## config.mk

```make
export PLATFORM = sky130hd
export DESIGN_NAME = pwm_peripheral
export DESIGN_NICKNAME = d
export VERILOG_FILES = /design/src/rtl/pwm_pkg.sv /design/src/rtl/pwm_timebase.sv /design/src/rtl/pwm_peripheral.sv
export SDC_FILE = /design/constraint.sdc
export NUM_CORES = 1
export LEC_CHECK = 0
export CAP_MARGIN = 20
export CELL_PAD_IN_SITES_DETAIL_PLACEMENT = 0
export CELL_PAD_IN_SITES_GLOBAL_PLACEMENT = 2
export CORE_MARGIN = 1
export CORE_UTILIZATION = 25
export CTS_BUF_LIST = sky130_fd_sc_hd__clkbuf_8 sky130_fd_sc_hd__clkbuf_16
export DETAILED_ROUTE_END_ITERATION = 10
export PLACE_DENSITY = 0.81
export SYNTH_ARGS = -nofsm -noshare
export SYNTH_HDL_FRONTEND = slang
export SYNTH_SLANG_ARGS = --single-unit
```

## constraint.sdc

```tcl
create_clock -name clk -period 2.2 [get_ports clk]
set_clock_uncertainty 0.1 [all_clocks]
set_input_delay 0.44 -clock clk [delete_from_list [all_inputs] [get_ports clk]]
set_output_delay 0.44 -clock clk [all_outputs]
set_load 0.05 [all_outputs]
```

## src/rtl/pwm_pkg.sv

```systemverilog
// Shared constants and helpers for the PWM output stage.
// Contents: period counter limit, channel count, default prescaler divide,
// and a prescaler width helper (clog2 with a floor of 1 bit).
package pwm_pkg;

   localparam logic [7:0] PWM_CNT_MAX     = 8'd254;
   localparam int         PWM_NUM_CH      = 16;
   localparam int         PWM_CLK_DIV_DEF = 3000;

   // A divide of 1 still needs a 1-bit prescaler so the register exists.
   function automatic int presc_width(input int div);
      int w;
      w = $clog2(div);
      return (w < 1) ? 1 : w;
   endfunction

endpackage

```

## src/rtl/pwm_timebase.sv

```systemverilog
// Shared PWM time base: prescaler plus 8-bit period counter (0..254).
// Ports:
//   clk, rst_n    clock, synchronous active-low reset
//   pwm_cnt       current period counter value
//   wrap          combinational, high on the tick that takes pwm_cnt 254->0
//   period_start  registered one-clk pulse following the wrapping tick
module pwm_timebase
   import pwm_pkg::*;
#(
   parameter int CLK_DIV = PWM_CLK_DIV_DEF
) (
   input  logic       clk,
   input  logic       rst_n,
   output logic [7:0] pwm_cnt,
   output logic       wrap,
   output logic       period_start
);

   localparam int             PW         = presc_width(CLK_DIV);
   localparam logic [PW-1:0]  PRESC_LAST = PW'(CLK_DIV - 1);

   logic [PW-1:0] prescaler;
   logic          tick;

   // With CLK_DIV=1 the prescaler sits at 0 and tick is permanently high.
   assign tick = (prescaler == PRESC_LAST);
   assign wrap = tick && (pwm_cnt == PWM_CNT_MAX);

   always_ff @(posedge clk) begin
      if (!rst_n) begin
         prescaler    <= '0;
         pwm_cnt      <= '0;
         period_start <= 1'b0;
      end else begin
         prescaler    <= tick ? '0 : prescaler + 1'b1;
         if (tick)
            pwm_cnt <= wrap ? 8'd0 : pwm_cnt + 8'd1;
         period_start <= wrap;
      end
   end

endmodule

```

## src/rtl/pwm_peripheral.sv

```systemverilog
// 16-channel PWM / static output stage fed by the SPI register bank.
// Each channel is forced low, static high, or PWM at the shared duty.
// Ports:
//   clk, rst_n                      clock, synchronous active-low reset
//   en_reg_out_7_0/_15_8            output enables
//   en_reg_pwm_7_0/_15_8            PWM mode selects
//   pwm_duty_cycle                  shared duty (0x00 = 0 %, 0xFF = 100 %)
//   out                             registered channel outputs
//   period_start                    one-clk pulse when the period restarts
// Build option: define PWM_SHADOW_UPDATE_EN to latch duty and enables only at
// the period wrap, so mid-period register writes take effect next period.
module pwm_peripheral
   import pwm_pkg::*;
#(
   parameter int CLK_DIV = PWM_CLK_DIV_DEF,
   parameter int NUM_CH  = PWM_NUM_CH
) (
   input  logic              clk,
   input  logic              rst_n,
   input  logic [7:0]        en_reg_out_7_0,
   input  logic [7:0]        en_reg_out_15_8,
   input  logic [7:0]        en_reg_pwm_7_0,
   input  logic [7:0]        en_reg_pwm_15_8,
   input  logic [7:0]        pwm_duty_cycle,
   output logic [NUM_CH-1:0] out,
   output logic              period_start
);

   logic [7:0]        pwm_cnt;
   logic              wrap;
   logic [NUM_CH-1:0] en_out_live, en_pwm_live;
   logic [NUM_CH-1:0] en_out_eff, en_pwm_eff;
   logic [7:0]        duty_eff;
   logic              pwm_sig;

   assign en_out_live = {en_reg_out_15_8, en_reg_out_7_0};
   assign en_pwm_live = {en_reg_pwm_15_8, en_reg_pwm_7_0};

   pwm_timebase #(.CLK_DIV(CLK_DIV)) u_tb (
      .clk          (clk),
      .rst_n        (rst_n),
      .pwm_cnt      (pwm_cnt),
      .wrap         (wrap),
      .period_start (period_start)
   );

`ifdef PWM_SHADOW_UPDATE_EN
   logic [7:0]        duty_sh;
   logic [NUM_CH-1:0] en_out_sh, en_pwm_sh;

   // Load on the same edge that raises period_start, so the new settings
   // govern the period from its very first count.
   always_ff @(posedge clk) begin
      if (!rst_n) begin
         duty_sh   <= '0;
         en_out_sh <= '0;
         en_pwm_sh <= '0;
      end else if (wrap) begin
         duty_sh   <= pwm_duty_cycle;
         en_out_sh <= en_out_live;
         en_pwm_sh <= en_pwm_live;
      end
   end

   assign duty_eff   = duty_sh;
   assign en_out_eff = en_out_sh;
   assign en_pwm_eff = en_pwm_sh;
`else
   logic unused_wrap;
   assign unused_wrap = wrap;
   assign duty_eff    = pwm_duty_cycle;
   assign en_out_eff  = en_out_live;
   assign en_pwm_eff  = en_pwm_live;
`endif

   // pwm_cnt never reaches 255, so duty 255 keeps the compare true all period.
   assign pwm_sig = (pwm_cnt < duty_eff);

   always_ff @(posedge clk) begin
      if (!rst_n)
         out <= '0;
      else
         out <= en_out_eff & (~en_pwm_eff | {NUM_CH{pwm_sig}});
   end

endmodule
```

### Yosys cells after proc, flatten, opt, wreduce, memory -nomap -nowiden

Index checks and enable logic that the tools add are counted.

* register bits after elaboration: 37
* bits of input ports: 42
* output and inout port bits: 17
* word-level logic and storage cells: 16

* $add $sub $neg: 2
* $lt $le $gt $ge: 1
* equality and inequality tests: 2
* mux-type cells: 1
* bitwise operators: 4
* reductions and logical operators: 2

Operators with widths (count)
* $and 16x16->16: 1
* $not 16->16: 1
* $or 16x16->16: 1
* $add 12x1->12 const B: 1
* $eq 12x12->1 const B: 1
* $add 8x1->8 const B: 1
* $eq 8x8->1 const B: 1
* $lt 8x8->1: 1
* $mux 8: 1
* $reduce_or 2->1: 1
* $logic_and 1x1->1: 1
* $not 1->1: 1

### Depth between registers and ports, before layout

Gate-level depths: netlist of the first run.

* depth in word-level cells: 3
* gate-level depth with buffers: 7
* depth with buffers taken out: 6

### Cells and area by module

Synthesis of the first run repeated with hierarchy kept, for this count alone.

* cell total of the unflattened synthesis: 175
* area total of the unflattened synthesis: 1652.8 um^2

Modules (own cells, without submodules)
* pwm_timebase: times used 1, cells an instance 99, area each 929.6 um^2, seq. area each 420.4 um^2
* pwm_peripheral: times used 1, cells an instance 76, area each 723.2 um^2, seq. area each 320.3 um^2

### Worst setup path before layout of the first run

OpenSTA, ideal clock, no wires.

* path kind: input to register
* start: input pwm_duty_cycle[6]
* end: register out[10]
* library setup time: 0.128 ns
* data arrival time: 1.623 ns
* path slack: 0.349 ns
* stages: 7
* path through: inv_1 -> ha_1 -> and4_1 -> o21ai_0 -> o221ai_2 -> clkbuf_1 -> a21oi_1

* cells in the longest elaborated chain, start to end: 3

RTL lines
* start, declared: line pwm_peripheral.sv:24 `input logic [7:0] pwm_duty_cycle,`
* $lt 8x8->1: line pwm_peripheral.sv:77 `assign pwm_sig = (pwm_cnt < duty_eff);`
* $or 16x16->16: line pwm_peripheral.sv:83 `out <= en_out_eff & (~en_pwm_eff | {NUM_CH{pwm_sig}});`
* $and 16x16->16: line pwm_peripheral.sv:83
* end signal, assigned: line pwm_peripheral.sv:83
* end, declared: line pwm_peripheral.sv:25 `output logic [NUM_CH-1:0] out,`

No other way between the ends.
A chain may end at the register's enable or synchronous reset.

### Worst setup path in the final report of the first run

* start: input pwm_duty_cycle[1]
* end: register out[14]

Same word-level chain as after synthesis.

==> impl_results.md, run 1 <==
* Netlist cell types at 33
* Slowest Stage Delay on Critical Path at between 0.4 and 0.5 ns
* Number of nets in the layout at 302
* Yosys warning count at 0
* WL met1 at ~1700 um
* Worst vdd ir at ~0.00039 V
* Critical path depth in cells at 7
* CTS Hold Bufs at 0
* Initial antenna violation count at 0
* N_diodes at 0
* First-pass GRT wire length at between 6000 and 7000 um
* Final hold vios at 0
* Measured slew at the worst slew-check pin at approximately 0.52 ns
* Leakage power at 1.00 nW
* Post-CTS setup buffer count at 0
* Largest net degree at the start of global routing at 17
* Pwr per Cell Area at between 600 and 700 nW/um^2
* Critical Path AT at around 2.1 ns
* DRC at 0
* Net Count, Synth at around 240
* Fin crit period at between 1.5 and 2 ns
* Outcome: complete, no violations
* Met2 wire len at between 1500 and 2000 um
* WP data required at about 2.3 ns
* Htree depth at 2
* CP cell instances: clkdlybuf4s50_1 -> inv_1 -> ha_1 -> a2111oi_2 -> o221ai_2 -> buf_12 -> a21oi_1
* Cts repair resizes at 0
* Critical path origin: pwm_duty_cycle[1]
* Post-Syn Area per Cell at 8.86 sq um
* Post-Synthesis Cells at 186
* Final Slew Violations at 0
* Setup TNS at 0 ns
* Critical path's top delay family: compound AO/OA/AOI/OAI gates
* Yosys reg bits at 37
* Clock Sinks at 37
* Fin crit share at 0.902
* Die H at around 83 um
* Post-synth EDFFs at 0
* CP Capture Type: register
* Num ports at 59
* Min Hold Slack at between 0.3 and 0.4 ns
* # port buffers at 58
* Area of the mapped netlist at 1650 sq um
* Sequential-to-total area share from yosys stat at 0.450
* Area growth from synthesis to layout at 49.6%
* Worst-Skew Late Latency at between 0.2 and 0.3 ns
* Top sig layer: met4
* Final WS setup at 0.216 ns
* TritonCTS clock tree: done
* Finish-stage setup viols at 0
* Std-Cell Rows at 29
* Num CTS Buffers at 5
* Fmax at around 500 MHz
* Via-per-instance ratio at approximately 4.5
* Worst Hold Class: register to register
* Worst relative slew slack at 0.655
* Met3 Wirelength at 306 um
* DRT Wirelength at between 3000 and 4000 um
* Root buffer cell: clkbuf_8
* Crit path kind: input port to register
* Worst R2R Path Depth at 5
* Commonest register cell after synthesis: dfxtp_1
* Count of max-cap constraint violations at 0
* Layout cell share with drive strength beyond 1 at 0.0637
* Asr flop ratio synth at 0
* CP Max Fanout at 16
* Hold path start: u_tb.prescaler[0]
* Antenna-violating nets left at 0
* Final HPWL DP at about 2700 um
* Vias at approximately 1500
* Clock transition at path regs at approximately 0.08 ns
* Die ar. at 6920 sq um
* CP Launch Type: input port
* DP Worst Slack at -0.107 ns
* WP buf/inv at 3
* GR Overflow Total at 0
* CORE AREA at roughly 6300 sq um
* CP max-delay cell: clkdlybuf4s50_1
* Worst r2r src: u_tb.prescaler[0]
* GRT Overall Usage at 0.118
* GPL Wtd Cong at roughly 0.74
* Clock buffer depth at 2
* Pre-antenna DRT Iters at 4
* Die width at ~83 um
* RSZ-0062 raised after global routing: false
* DRT iter0 DRCs at roughly 110
* Wirelength per Cell at between 10 and 15 um
* Worst Hold Depth at 1
* Starting Density at 0.260
* Number of global-route vias before repair at 1527
-- state kept, by name, indices dropped and copies added (netlist names) --
name,cells
out,16
u_tb.period_start,1
u_tb.prescaler,12
u_tb.pwm_cnt,8
-- cell usage after synthesis (2+ instances only) --
cell type  instances  area (sq um)
dfxtp_1           37           741
nand2_1           25          93.8
a21oi_1           19          95.1
nor2_1            15          56.3
inv_1             14          52.6
ha_1              10           125
o21ai_0            6          30.0
xnor2_1            6          52.6
and3_1             5          31.3
clkbuf_1           5          18.8
nand3_1            5          25.0
nor3_1             5          25.0
a32o_1             4          40.0
xor2_1             4          35.0
and3b_1            3          26.3
and2_1             2          12.5
and4_1             2          17.5
nand4_1            2          12.5
o21a_1             2          15.0
or3_1              2          12.5
-- area by class of cell --
cell class / instances / area [sq um]
flip-flops and latches: 37 / 741
inverters: 14 / 52.6
clock buffers: 6 / 82.6
clock inverters: 2 / 33.8
repair buffers: 62 / 623
multi-input cells: 130 / 836
fillers: 641 / 3880
well taps: 77 / 96.3
-- layout by cell type (no fill, tap or decap), types with 4 or more instances in the layout --
| cell type | instances |
|---|---|
| clkdlybuf4s50_1 | 58 |
| dfxtp_1 | 37 |
| nand2_1 | 25 |
| a21oi_1 | 19 |
| inv_1 | 15 |
| nor2_1 | 15 |
| ha_1 | 10 |
| o21ai_0 | 6 |
| xnor2_1 | 6 |
| clkbuf_8 | 6 |
| nand3_1 | 5 |
| and3_1 | 5 |
| nor3_1 | 5 |
| xor2_1 | 4 |
| a32o_1 | 4 |
-- final timing paths --
path	to	slack (ns)
min reg2reg	u_tb.prescaler[0]	0.36
max reg2reg	u_tb.pwm_cnt[7]	0.36
max	out[14]	0.22
min	u_tb.prescaler[0]	0.36
-- per-layer routing --
layer	global-route usage	vias up
met1	0.143	672
met3	0.0507	4
met2	0.186	45
li1	-	770
met5	0	-
met4	0.0423	0
-- cell families (layout without fill, tap and decap cells) --
| logic type | Yosys count | in the layout | synth area share |
|---|---|---|---|
| compound gates | 38 | 38 | 0.151 |
| xor+xnor | 10 | 10 | 0.0531 |
| fa+ha+maj | 10 | 10 | 0.0759 |
| buf+inv | 19 | 84 | 0.0433 |
| flops | 37 | 37 | 0.450 |
| simple gates | 72 | 72 | 0.227 |
-- through the flow --
stage | instances | utilization | cell area, sq um | total power, W
floorplan | 186 | - | 1650 | 0.000807
global placement | 320 | 0.370 | 2350 | 0.000923
detailed placement | 320 | 0.370 | 2350 | 0.000922
CTS | 328 | 0.388 | 2460 | 0.00153
global route | 328 | 0.388 | 2460 | 0.00157
finish | 328 | 0.388 | 2460 | 0.00151
-- report_power, final --
group	switching [W]	internal, W	leakage [nW]	total (W)
combinational	0.0000995	0.000108	0.638	0.000207
clock	0.000236	0.000365	0.0626	0.000601
sequential	0.00000789	0.000690	0.303	0.000698
total	0.000343	0.00116	1.00	0.00151
No activity file was read; power rests on OpenSTA's default activity.
==> run 2, diff against run 1 <==
--- a/config.mk
+++ b/config.mk
@@ -9,10 +9,11 @@
 export CELL_PAD_IN_SITES_DETAIL_PLACEMENT = 0
 export CELL_PAD_IN_SITES_GLOBAL_PLACEMENT = 2
 export CORE_MARGIN = 1
-export CORE_UTILIZATION = 25
+export CORE_UTILIZATION = 26
 export CTS_BUF_LIST = sky130_fd_sc_hd__clkbuf_8 sky130_fd_sc_hd__clkbuf_16
 export DETAILED_ROUTE_END_ITERATION = 10
-export PLACE_DENSITY = 0.81
+export PLACE_DENSITY = 0.82
 export SYNTH_ARGS = -nofsm -noshare
 export SYNTH_HDL_FRONTEND = slang
+export SYNTH_HIERARCHICAL = 1
 export SYNTH_SLANG_ARGS = --single-unit
==> run 2 against run 1 <==
  * Core utilization grew 1.7 points
  * Hold slack gained 0.0054 ns
  * Total power grew 7.0%
  * Sequential share of layout area grew 0.31 points
  * Sequential cell count is the same
  * Fmax shrank 1.9%
  * Critical path type unchanged
  * Highest routed layer unchanged
==> impl_results.md, run 2 <==
* Count of max-cap constraint violations at 0
* Worst-Skew Late Latency at about 0.29 ns
* Setup TNS at 0 ns
* WP buf/inv at 2
* Critical path's top delay family: compound AO/OA/AOI/OAI gates
* Asr flop ratio synth at 0
* Std-Cell Rows at 28
* Worst vdd ir at about 0.00028 V
* Htree depth at 2
* Net Count, Synth at ~230
* Starting Density at 0.274
* Area of the multi-input gates at around 840 sq um
* P_int at about 0.0013 W
* GPL Wtd Cong at about 0.7
* Yosys warning count at 6
* Wirelength per Cell at roughly 12 um
* Most common cell after layout, fill and taps aside: clkdlybuf4s50_1
* GRT Overall Usage at 0.109
* CTS Hold Bufs at 0
* Largest regs: out x16, u_tb/prescaler x12, u_tb/pwm_cnt x8
* Die H at around 82 um
* Most frequent cells in the layout: clkdlybuf4s50_1, dfxtp_1, nand2_1
* Final hold vios at 0
* Register area at between 700 and 800 sq um
* Synth top area share at 0.448
* Root buffer cell: clkbuf_8
* Flop pwr share at 0.433
* Area of the mapped netlist at roughly 1700 sq um
* Post-synth top area cell: dfxtp_1
* Crit path kind: input port to register
* Commonest register cell after synthesis: dfxtp_1
* Final Slew Violations at 0
* Post-synth EDFFs at 0
* DRT iter0 DRCs at 32
* N_diodes at 0
* TritonCTS clock tree: done
* CP cell instances: clkdlybuf4s50_1 -> inv_1 -> ha_1 -> a211o_1 -> a21oi_4 -> nand2_2 -> a31oi_1
* Clock Sinks at 37
* Initial antenna violation count at 0
* Sequential-to-total area share from yosys stat at 0.448
* Fin crit share at 0.920
* Layout fillers at 606
* DRT Wirelength at 3630 um
* Switching pwr at 0.000356 W
* Worst Hold Class: register to register
* Vias at between 1000 and 1500
* Die ar. at between 6000 and 7000 sq um
* Largest register FFs at 16
* Switching part of the total at 0.221
* Pwr per Cell Area at approximately 660 nW/um^2
* Final Core Density at 0.405
* CORE AREA at 6030 sq um
* DRC at 0
* Dominant cells by area after synthesis: dfxtp_1, ha_1, a31oi_1, xor2_1, nand2_1
* CP Max Fanout at 16
* Finish-stage setup viols at 0
* Cts repair resizes at 0
* Clock transition at path regs at approximately 0.080 ns
* CP Capture Type: register
* Num CTS Buffers at 5
* Outcome: complete, no violations
* Fmax at slightly below 500 MHz
* Commonest cells in the netlist: dfxtp_1, nand2_1, a31oi_1
* Post-CTS setup buffer count at 0
* Measured slew at the worst slew-check pin at between 0.5 and 0.6 ns
* Slowest Stage Delay on Critical Path at 0.45 ns
* Post-Synthesis Cells at around 180
* Layout cell share with drive strength beyond 1 at 0.0756
* Num ports at 59
* First-pass GRT wire length at approximately 5600 um
* GR Overflow Total at 0
* CP Launch Type: input port
* Area growth from synthesis to layout at 47.6%
* Combinational Power Share at 0.131
* Antenna-violating nets left at 0
* Number of nets in the layout at 289
* Post-Syn Area per Cell at between 9 and 10 sq um
* Leakage power at approximately 0.97 nW
* Fin crit period at 2.02 ns
* CP max-delay cell: clkdlybuf4s50_1
* # port buffers at 58
* Via-per-instance ratio at between 4 and 5
* Top-count cell post-synth: dfxtp_1
* RSZ-0062 raised after global routing: false
* Yosys reg bits at 37
* WP data required at 2.32 ns
* Final HPWL DP at around 2600 um
* Clk pwr share at 0.436
* Die width at 81.7 um
* Critical Path AT at ~2.1 ns
* Number of global-route vias before repair at around 1300
* Clock buffer depth at 2
* Netlist cell types at 37
* Most flops, register: out
* Worst relative slew slack at 0.656
* Largest net degree at the start of global routing at 21
* Pre-antenna DRT Iters at 4
## run 2: changes by cell type after synthesis, sizes merged, moves of 4 or more
| cell | previous run | this run |
|---|---|---|
| a31oi | 0 | 16 |
| xnor2 | 6 | 2 |
| a21oi | 19 | 6 |
| xor2 | 4 | 10 |
| a32o | 4 | 0 |
| clkbuf | 5 | 1 |
| nand4 | 2 | 6 |
| inv | 14 | 9 |
| nor3 | 5 | 0 |
## run 2: kinds of logic after synthesis
logic type / count (synthesis) / synth area share
AO/OA/AOI/OAI: 34 / 0.145
XOR/XNOR: 12 / 0.0636
adder cells (fa/ha/maj): 10 / 0.0757
buffers and inverters: 14 / 0.0447
flip-flops: 37 / 0.448
AND/OR/NAND/NOR: 68 / 0.223
## run 2: final timing paths
| check | end | cells after the start | slack, ns | start |
|---|---|---|---|---|
| worst max-delay path | out[1] | 7 | 0.18 | pwm_duty_cycle[5] |
| worst min-delay path | u_tb/prescaler[0] | 1 | 0.37 | u_tb/prescaler[0] |
| worst max register to register | u_tb/pwm_cnt[3] | 5 | 0.27 | u_tb/prescaler[0] |
| worst min register to register | u_tb/prescaler[0] | 1 | 0.37 | u_tb/prescaler[0] |
## run 2: power by group through the flow
stage | clock (W) | sequential, W | combinational [W]
6_report | 0.000702 | 0.000697 | 0.000211
5_1_grt | 0.000758 | 0.000700 | 0.000227
4_1_cts | 0.000725 | 0.000697 | 0.000214
3_5_place_dp | 0 | 0.000713 | 0.000212
3_3_place_gp | 0 | 0.000713 | 0.000213
2_1_floorplan | 0 | 0.000768 | 0.0000440
## run 2: cell type report
cell class              instances  share of cell area
clock buffers                   5              0.0282
flip-flops and latches         37               0.304
repair buffers                 60               0.244
inverters                       9              0.0138
clock inverters                 3              0.0282
multi-input cells             124               0.344
well taps                      75              0.0385
## run 2: metrics by stage
stage                     setup slack (ns)  total power (W)  hold WS [ns]  cell area (sq um)  instances
after floorplan                      0.428         0.000812         0.326               1650        175
after global placement              -0.106         0.000926         0.348               2300        305
after detailed placement            -0.143         0.000926         0.352               2300        305
after CTS                            0.166          0.00164         0.374               2440        313
after global routing                0.0615          0.00169         0.426               2440        313
final                                0.177          0.00161         0.367               2440        313
## run 2: routing by layer
layer | vias up | global-route usage | part of all wire
li1 | 742 | - | -
met5 | - | 0 | 0
met4 | 0 | 0.0421 | 0.0072
met3 | 4 | 0.0356 | 0.086
met2 | 43 | 0.172 | 0.43
met1 | 626 | 0.138 | 0.48
==> run 3, diff against run 2 <==
--- a/config.mk
+++ b/config.mk
@@ -13,6 +13,7 @@
 export CTS_BUF_LIST = sky130_fd_sc_hd__clkbuf_8 sky130_fd_sc_hd__clkbuf_16
 export DETAILED_ROUTE_END_ITERATION = 10
 export PLACE_DENSITY = 0.82
+export SLEW_MARGIN = 20
 export SYNTH_ARGS = -nofsm -noshare
 export SYNTH_HDL_FRONTEND = slang
 export SYNTH_HIERARCHICAL = 1
==> results of run 3 <==
No change in the layout: final DEF, timing and power equal those of run 2.
